$ cat src/rtl/nova_pkg.sv
// Shared encodings for the Nova3201 control sequencer: fields, opcodes, functs,
// ALU operation codes and the sequencer state type.
package nova_pkg;

    localparam int OPC_MSB = 31;
    localparam int OPC_LSB = 26;
    localparam int RS_MSB  = 25;
    localparam int RS_LSB  = 21;
    localparam int RT_MSB  = 20;
    localparam int RT_LSB  = 16;
    localparam int RD_MSB  = 15;
    localparam int RD_LSB  = 11;
    localparam int FN_MSB  = 5;
    localparam int FN_LSB  = 0;
    localparam int IMM_MSB = 15;
    localparam int TGT_MSB = 25;

    localparam logic [5:0] OP_RTYPE = 6'h00;
    localparam logic [5:0] OP_J     = 6'h02;
    localparam logic [5:0] OP_ADDI  = 6'h08;
    localparam logic [5:0] OP_HALT  = 6'h3F;

    localparam logic [5:0] FN_ADD = 6'h20;
    localparam logic [5:0] FN_SUB = 6'h22;
    localparam logic [5:0] FN_AND = 6'h24;
    localparam logic [5:0] FN_OR  = 6'h25;
    localparam logic [5:0] FN_XOR = 6'h26;

    localparam logic [5:0] ALU_ADD  = 6'h00;
    localparam logic [5:0] ALU_SUB  = 6'h01;
    localparam logic [5:0] ALU_AND  = 6'h02;
    localparam logic [5:0] ALU_OR   = 6'h03;
    localparam logic [5:0] ALU_XOR  = 6'h04;
    localparam logic [5:0] ALU_ADDI = 6'h10;

    typedef enum logic [2:0] {
        FETCH,
        DECODE,
        EXEC,
        WB,
        HALTED
    } state_t;

endpackage

$ cat src/rtl/instr_decode.sv
// Combinational instruction decoder: maps opcode/funct to an ALU operation
// and the instruction-class flags used by the sequencer.
module instr_decode
    import nova_pkg::*;
(
    input  logic [5:0] i_opcode,
    input  logic [5:0] i_funct,
    output logic [5:0] o_alu_op,
    output logic       o_dest_is_rd,
    output logic       o_writes_reg,
    output logic       o_is_jump,
    output logic       o_is_halt,
    output logic       o_is_illegal
);

    always_comb begin
        o_alu_op     = ALU_ADD;
        o_dest_is_rd = 1'b0;
        o_writes_reg = 1'b0;
        o_is_jump    = 1'b0;
        o_is_halt    = 1'b0;
        o_is_illegal = 1'b0;
        case (i_opcode)
            OP_RTYPE: begin
                o_dest_is_rd = 1'b1;
                o_writes_reg = 1'b1;
                case (i_funct)
                    FN_ADD:  o_alu_op = ALU_ADD;
                    FN_SUB:  o_alu_op = ALU_SUB;
                    FN_AND:  o_alu_op = ALU_AND;
                    FN_OR:   o_alu_op = ALU_OR;
                    FN_XOR:  o_alu_op = ALU_XOR;
                    default: begin
                        o_writes_reg = 1'b0;
                        o_is_illegal = 1'b1;
                    end
                endcase
            end
            OP_ADDI: begin
                o_alu_op     = ALU_ADDI;
                o_writes_reg = 1'b1;
            end
            OP_J:    o_is_jump    = 1'b1;
            OP_HALT: o_is_halt    = 1'b1;
            default: o_is_illegal = 1'b1;
        endcase
    end

endmodule

$ cat src/rtl/cpu_seq.sv
// Nova3201 multi-cycle sequencer: FETCH -> DECODE -> EXEC -> WB around an
// external combinational ALU and register file; owns PC, jumps and halt.
module cpu_seq
    import nova_pkg::*;
#(
    parameter logic [31:0] RESET_PC = 32'h0000_0000
) (
    input  logic        clk,
    input  logic        rst_n,
    input  logic        run,
    output logic        imem_req,
    output logic [31:0] imem_addr,
    input  logic        imem_ack,
    input  logic [31:0] imem_rdata,
    output logic [4:0]  rf_ra1,
    output logic [4:0]  rf_ra2,
    input  logic [31:0] rf_rd1,
    input  logic [31:0] rf_rd2,
    output logic [5:0]  alu_op,
    output logic [31:0] alu_rs,
    output logic [31:0] alu_rt,
    output logic [15:0] alu_imm16,
    output logic [25:0] alu_target,
    input  logic [31:0] alu_result,
    output logic        rf_we,
    output logic [4:0]  rf_wa,
    output logic [31:0] rf_wd,
    output logic [31:0] pc,
    output logic        halted,
    output logic        illegal
);

    state_t      r_state;
    state_t      w_state_nxt;
    logic [31:0] r_ir;
    logic [31:0] r_pc;
    logic        r_pend;
    logic [5:0]  r_alu_op;
    logic [31:0] r_alu_rs;
    logic [31:0] r_alu_rt;
    logic [4:0]  r_wa;
    logic [31:0] r_wd;
    logic        r_halted;
    logic        r_illegal;

    logic [5:0]  w_alu_op;
    logic        w_dest_is_rd;
    logic        w_writes_reg;
    logic        w_is_jump;
    logic        w_is_halt;
    logic        w_is_illegal;
    logic [31:0] w_pc_plus4;
    logic [31:0] w_jump_pc;
    logic [4:0]  w_dest;

    instr_decode u_decode (
        .i_opcode     (r_ir[OPC_MSB:OPC_LSB]),
        .i_funct      (r_ir[FN_MSB:FN_LSB]),
        .o_alu_op     (w_alu_op),
        .o_dest_is_rd (w_dest_is_rd),
        .o_writes_reg (w_writes_reg),
        .o_is_jump    (w_is_jump),
        .o_is_halt    (w_is_halt),
        .o_is_illegal (w_is_illegal)
    );

    assign w_pc_plus4 = r_pc + 32'd4;
    assign w_jump_pc  = {w_pc_plus4[31:28], r_ir[TGT_MSB:0], 2'b00};
    assign w_dest     = w_dest_is_rd ? r_ir[RD_MSB:RD_LSB] : r_ir[RT_MSB:RT_LSB];

    // A raised request is held by r_pend until ack even if run drops; the
    // rst_n term keeps the request low while reset is asserted.
    assign imem_req   = rst_n && (r_state == FETCH) && (run || r_pend);
    assign imem_addr  = r_pc;
    assign pc         = r_pc;
    assign rf_ra1     = r_ir[RS_MSB:RS_LSB];
    assign rf_ra2     = r_ir[RT_MSB:RT_LSB];
    assign alu_op     = r_alu_op;
    assign alu_rs     = r_alu_rs;
    assign alu_rt     = r_alu_rt;
    assign alu_imm16  = r_ir[IMM_MSB:0];
    assign alu_target = r_ir[TGT_MSB:0];
    assign rf_we      = (r_state == WB) && (r_wa != 5'd0);
    assign rf_wa      = r_wa;
    assign rf_wd      = r_wd;
    assign halted     = r_halted;
    assign illegal    = r_illegal;

    always_comb begin
        w_state_nxt = r_state;
        case (r_state)
            FETCH: if (imem_req && imem_ack) w_state_nxt = DECODE;
            DECODE: begin
                if (w_is_illegal || w_is_halt) w_state_nxt = HALTED;
                else if (w_writes_reg)         w_state_nxt = EXEC;
                else                           w_state_nxt = FETCH;
            end
            EXEC:    w_state_nxt = WB;
            WB:      w_state_nxt = FETCH;
            HALTED:  w_state_nxt = HALTED;
            default: w_state_nxt = FETCH;
        endcase
    end

    always_ff @(posedge clk or negedge rst_n) begin
        if (!rst_n) begin
            r_state   <= FETCH;
            r_ir      <= 32'h0;
            r_pc      <= RESET_PC;
            r_pend    <= 1'b0;
            r_alu_op  <= 6'h0;
            r_alu_rs  <= 32'h0;
            r_alu_rt  <= 32'h0;
            r_wa      <= 5'd0;
            r_wd      <= 32'h0;
            r_halted  <= 1'b0;
            r_illegal <= 1'b0;
        end else begin
            r_state <= w_state_nxt;
            case (r_state)
                FETCH: begin
                    if (imem_req) begin
                        if (imem_ack) begin
                            r_ir   <= imem_rdata;
                            r_pend <= 1'b0;
                        end else begin
                            r_pend <= 1'b1;
                        end
                    end
                end
                DECODE: begin
                    r_alu_rs <= rf_rd1;
                    r_alu_rt <= rf_rd2;
                    r_alu_op <= w_alu_op;
                    if (w_is_jump) r_pc <= w_jump_pc;
                    if (w_is_halt || w_is_illegal) r_halted <= 1'b1;
                    if (w_is_illegal) r_illegal <= 1'b1;
                end
                EXEC: begin
                    r_wd <= alu_result;
                    r_wa <= w_dest;
                end
                WB:      r_pc <= w_pc_plus4;
                default: ;
            endcase
        end
    end

endmodule

$ cat config.mk
export PLATFORM = sky130hd
export DESIGN_NAME = cpu_seq
export DESIGN_NICKNAME = d
export VERILOG_FILES = /design/src/rtl/nova_pkg.sv /design/src/rtl/instr_decode.sv /design/src/rtl/cpu_seq.sv
export SDC_FILE = /design/constraint.sdc
export NUM_CORES = 1
export LEC_CHECK = 0
export CORE_UTILIZATION = 40
export DETAILED_ROUTE_END_ITERATION = 16
export PLACE_DENSITY = 0.77
export SLEW_MARGIN = 15
export SYNTH_ARGS = -nofsm -noshare
export SYNTH_HDL_FRONTEND = slang
export SYNTH_SLANG_ARGS = --single-unit
$ cat constraint.sdc
create_clock -name clk -period 3.1 [get_ports clk]
set_clock_uncertainty 0.15 [all_clocks]
set_input_delay 0.31 -clock clk [delete_from_list [all_inputs] [get_ports clk]]
set_output_delay 0.31 -clock clk [all_outputs]
set_load 0.02 [all_outputs]
# Word level (Yosys, flattened, before mapping)
# Cells that the tools add are included.
classes:
  reduce_logical: 17
  addsub: 1
  eq_ne: 14
  muxes: 17
op_table:
  columns: ["cell", "n"]
  rows:
  - ["$pmux W32 S2", 1]
  - ["$eq A6 B6 Y1 const B", 6]
  - ["$add A32 B3 Y32 const B", 1]
  - ["$mux W32", 1]
  - ["$pmux W3 S4", 2]
  - ["$pmux W6 S2", 1]
  - ["$reduce_and A2 Y1", 4]
  - ["$eq A3 B2 Y1 const B", 2]
  - ["$eq A6 B2 Y1 const B", 1]
  - ["$eq A6 B4 Y1 const B", 1]
  - ["$logic_not A6 Y1", 1]
  - ["$mux W1", 6]
  - ["$mux W3", 2]
  - ["$mux W5", 1]
  - ["$reduce_bool A5 Y1", 1]
  - ["$reduce_or A5 Y1", 1]
  - ["$logic_and A1 B1 Y1", 4]
  - ["$ne A2 B1 Y1 const B", 2]
  - ["$pmux W1 S2", 2]
  - ["$eq A3 B1 Y1 const B", 1]
  - ["$eq A3 B3 Y1 const B", 1]
  - ["$logic_not A3 Y1", 1]
  - ["$reduce_and A3 Y1", 1]
  - ["$reduce_or A3 Y1", 1]
  - ["3 further kinds", 4]
word_totals:
  word_cells: 60
  input_bits: 132
  out_inout_bits: 227
  reg_bits: 177

# Longest topological paths before layout
logic_depth:
  word_depth: 7
  ltp_mapped: 7
  mapped_depth_nobuf: 6

# By module
# From an unflattened synthesis, not the netlist that was laid out.
unflattened:
  cells_unflattened: 641
  area_unflattened_um2: 8016.4
modules_own_cells:
  columns: ["module", "seq_area_each_um2", "area_each_um2", "n_inst", "cells_each"]
  rows:
  - ["cpu_seq", 4379.2, 7833.8, 1, 614]
  - ["instr_decode", 0.0, 182.7, 1, 27]

# Worst setup path after synthesis
# No wires, ideal clock.
synth_timing:
  path_kind: "register to register"
  from: "reg r_pc[2] (netlist: imem_addr[2])"
  to: "reg r_pc[20] (netlist: imem_addr[20])"
  path_buffers: 1
  setup_slack_ns: 0.839
  setup_time_ns: 0.124
  stages_incl_launch_ff: 7
  synth_period_minus_slack_ns: 2.261
  required_ns: 2.826
  t_arrival_ns: 1.987
  cell_sequence: "dfrtp_1 -> ha_1 -> nand4_1 -> or4_1 -> buf_2 -> o211a_1 -> a211o_1"
synth_between:
  elab_chain_len: 2
synth_rtl:
  columns: ["item", "line_no", "text"]
  rows:
  - ["start, declared", "cpu_seq.sv:36", "logic [31:0] r_pc;"]
  - ["start signal, assigned", "cpu_seq.sv:135", "if (w_is_jump) r_pc <= w_jump_pc;"]
  - ["start signal, assigned", "cpu_seq.sv:143", "WB: r_pc <= w_pc_plus4;"]
  - ["$add A32 B3 Y32", "cpu_seq.sv:67", "assign w_pc_plus4 = r_pc + 32'd4;"]
  - ["$pmux W32 S2", "cpu_seq.sv:120", "case (r_state)"]
# No other way between the ends.
# A chain may end at the register's enable or synchronous reset.

# Worst setup path in the final report
layout_timing:
  from: "in rst_n"
  to: "out imem_req"
layout_between:
  elab_chain_len: 2
layout_rtl:
  columns: ["item", "line_no", "text"]
  rows:
  - ["start, declared", "cpu_seq.sv:9", "input logic rst_n,"]
  - ["$logic_and A1 B1 Y1 (2 in a row)", "cpu_seq.sv:73", "assign imem_req = rst_n && (r_state == FETCH) && (run || r_pend);"]
  - ["end, declared", "cpu_seq.sv:11", "output logic imem_req,"]
# No other way between the ends.

==> results.md <==
- Status: completed
- DR DRC count: 0
- Via density: 4.90
- Worst-Margin Slew: 0.955 ns
- Setup TNS Final: 0 ns
- Area of the die: 0.0206 sq mm
- Post-Syn Area: 0.00800 sq mm
- Setup violators final: 0
- Die width: 143 um
- Final Slew Violations: 0
- Remaining global-route overflow: 0
- Syn. warnings: 0
- Antenna-violating nets left: 0
- Yosys top cell by area: dfrtp_1
- Clk_lat worst skew: 0.42 ns
- Final min period: 2.60 ns
- Fillers: 1620
- Post-synth cell types: 60
- Asr flop ratio synth: 100%
- First-pass GRT wire length: 34.3 mm
- #FFs+latches synth: approximately 170
- Footprint of the multi-input gates: 0.00285 sq mm
- Clock Pin Slew Worst Setup and Hold Paths: 0.07 ns
- Sequential fraction of the synthesis area: 54.1%
- Reg area: about 0.0043 sq mm
- Nets: 1178
- Final Cycle Share: around 84%
- CTS Buf Count: 17
- Setup crit start kind: input port
- Die Y: ~140 um
- Post-Synthesis Cells: approximately 780
- Fmax: 385 MHz
- Gates resized, CTS repair: 0
- Max-Cap Viols: 0
- GP Congestion: 0.832
- Initial antenna violation count: 2
- Area after DPL: 0.0111 sq mm
- Final hold vios: 0
- TritonCTS clock tree: yes
- CP arrival: 2.14 ns
- Final WL: 22.7 mm
- Post-synth top flop: dfrtp_1
- PortBufs: approximately 350
- Cell area after layout: 0.0118 sq mm
- Reg-to-reg slack, setup: 0.75 ns
- Top cells by area, synth: dfrtp_1 54%, nand2_1 11%, mux2_2 9.0%
- DRT iter0 DRCs: 229
- Pin count of the biggest net entering global routing: 74
- Clk buf depth: 2
- Vias: ~6500
- Cell with the most instances after synthesis: nand2_1
- Vias in the first global route: 6355
- WL/cell: 17.1 um
- Mapped Avg Cell Area: just over 10 sq um
- Drt pass-1 iters: 4
- Layout cells sized above 1: 11.6%
- Htree depth: 4
- Num rows: 51
- Core Footprint: ~0.02 sq mm
- Most common library cells after synthesis: 226 x nand2_1, 173 x dfrtp_1, 88 x buf_4, 64 x mux2_2, 24 x nand3_1
- Ports: about 360
- Clk sinks: 173
- Worst path required time: 2.64 ns
- Area growth syn-to-layout: 47.6%
- Initial Util: 40.9%
- Slew margin rel.: 36.4%
- EDFF count, synth: 0
- Global router's overall resource usage: 22.0%
- Worst-path maximum fanout: 31
- Leak: 5.14 nW
- Worst Hold Class: in2async
- RSZ-0062 raised after global routing: no
- Ant diodes: 0
- HPWL Detailed: ~17 mm
- Worst setup path class: in2out
- CP endpoint kind: primary output
- Pwr dens: 1040 mW/mm^2
- Worst IR Drop VDD: 0.552 mV
- Post-synth top area share: between 50% and 60%
- Clk root buf: clkbuf_16
-- routing by layer --
| metal | share of wire [%] | global-route usage (%) |
|---|---|---|
| met1 | 38 | 25.7 |
| met2 | 50 | 37.2 |
| met3 | 9.2 | 7.60 |
| met4 | 2.2 | 8.45 |
| met5 | 0 | 0 |
-- sequential cells by signal (all words and copies together) (netlist names) --
signal / cells
imem_addr: 30
r_ir: 32
r_pend: 1
halted: 1
rf_wd: 32
alu_rt: 32
alu_rs: 32
rf_wa: 5
illegal: 1
alu_op: 4
r_state: 3
-- where the power goes --
part	internal [mW]	switching [mW]	total, mW
logic	2.84	2.78	5.62
registers	3.23	0.952	4.19
clock network	1.47	0.957	2.43
total	7.54	4.69	12.2
-- final timing paths --
kind / depth (start not counted) / start / to
worst min register to register: 2 / alu_rs[11] / alu_rs[11]
max in group asynchronous: 3 / rst_n / imem_addr[2]
worst max register to register: 6 / r_state[1] / imem_addr[21]
worst max-delay path: 4 / rst_n / imem_req
min in group clk: 3 / rf_rd1[17] / alu_rs[17]
worst min-delay path: 2 / rst_n / alu_rs[10]
-- kinds of logic (layout without fill, tap and decap cells) --
family / after synthesis / after routing / share of synthesized area (%)
buf+inv: 127 / 399 / 10.7
compound gates: 67 / 67 / 5.74
mux: 73 / 73 / 10.1
flops: 173 / 173 / 54.1
fa+ha+maj: 1 / 1 / 0.156
simple gates: 334 / 334 / 18.5
other cells: 1 / 6 / 0.0469
xor+xnor: 5 / 5 / 0.548
-- placed cells by master, fill, tap and decap left out, types with 2 or more instances in the layout --
master and instances:
o22ai_1 8, o21a_1 2, nand3_1 24, a21oi_1 14, clkdlybuf4s50_1 351, nor2_1 22
xnor2_1 3, clkinvlp_4 2, a211oi_1 2, o211ai_1 9, nand4_1 14, a21boi_0 2
o21ai_0 11, bufinv_16 5, nand2_2 2, and3_1 8, nor3b_1 2, clkinv_4 2
inv_6 5, mux2_2 64, nand2_1 225, a2111oi_0 2, clkbuf_16 17, conb_1 6
mux2i_1 9, nand2b_1 2, inv_1 2, buf_4 12, or4_1 2, o211a_1 2
nor3_1 8, and4_1 5, nor3_2 2, dfrtp_1 173, o221a_2 2, xor2_1 2
nor4_1 6, o21bai_1 2
-- critical path: stages --
cell             delay, ns
dlygate4sd3_1         0.55
buf_6                 0.29
o2111a_1              0.31
clkdlybuf4s50_1       0.66
-- final cells by class --
class,instances,area share (%)
Tap cell,265,2.81
Clock inverter,14,1.92
Sequential cell,173,36.7
Clock buffer,18,3.72
Multi-Input combinational cell,486,24.1
Inverter,2,0.0636
Timing Repair Buffer,365,30.7
-- metrics by stage --
stage | hold WS, ns | cells | setup WS (ns) | utilization, % | total power [mW]
global placement | 0.0587 | 1290 | 0.788 | 57.0 | 9.75
CTS | 0.184 | 1323 | 0.454 | 60.5 | 12.3
global route | 0.200 | 1323 | 0.365 | 60.5 | 12.9
floorplan | -0.136 | 786 | 0.839 | - | 7.37
finish | 0.181 | 1323 | 0.501 | 60.5 | 12.2
detailed placement | 0.0625 | 1290 | 0.730 | 57.0 | 9.88
-- what timing repair did --
item,in CTS,in global routing
endpoints found under the hold margin,28,0
hold buffers,1,0
setup buffers,0,0
Power figures use the tool's default switching activity.
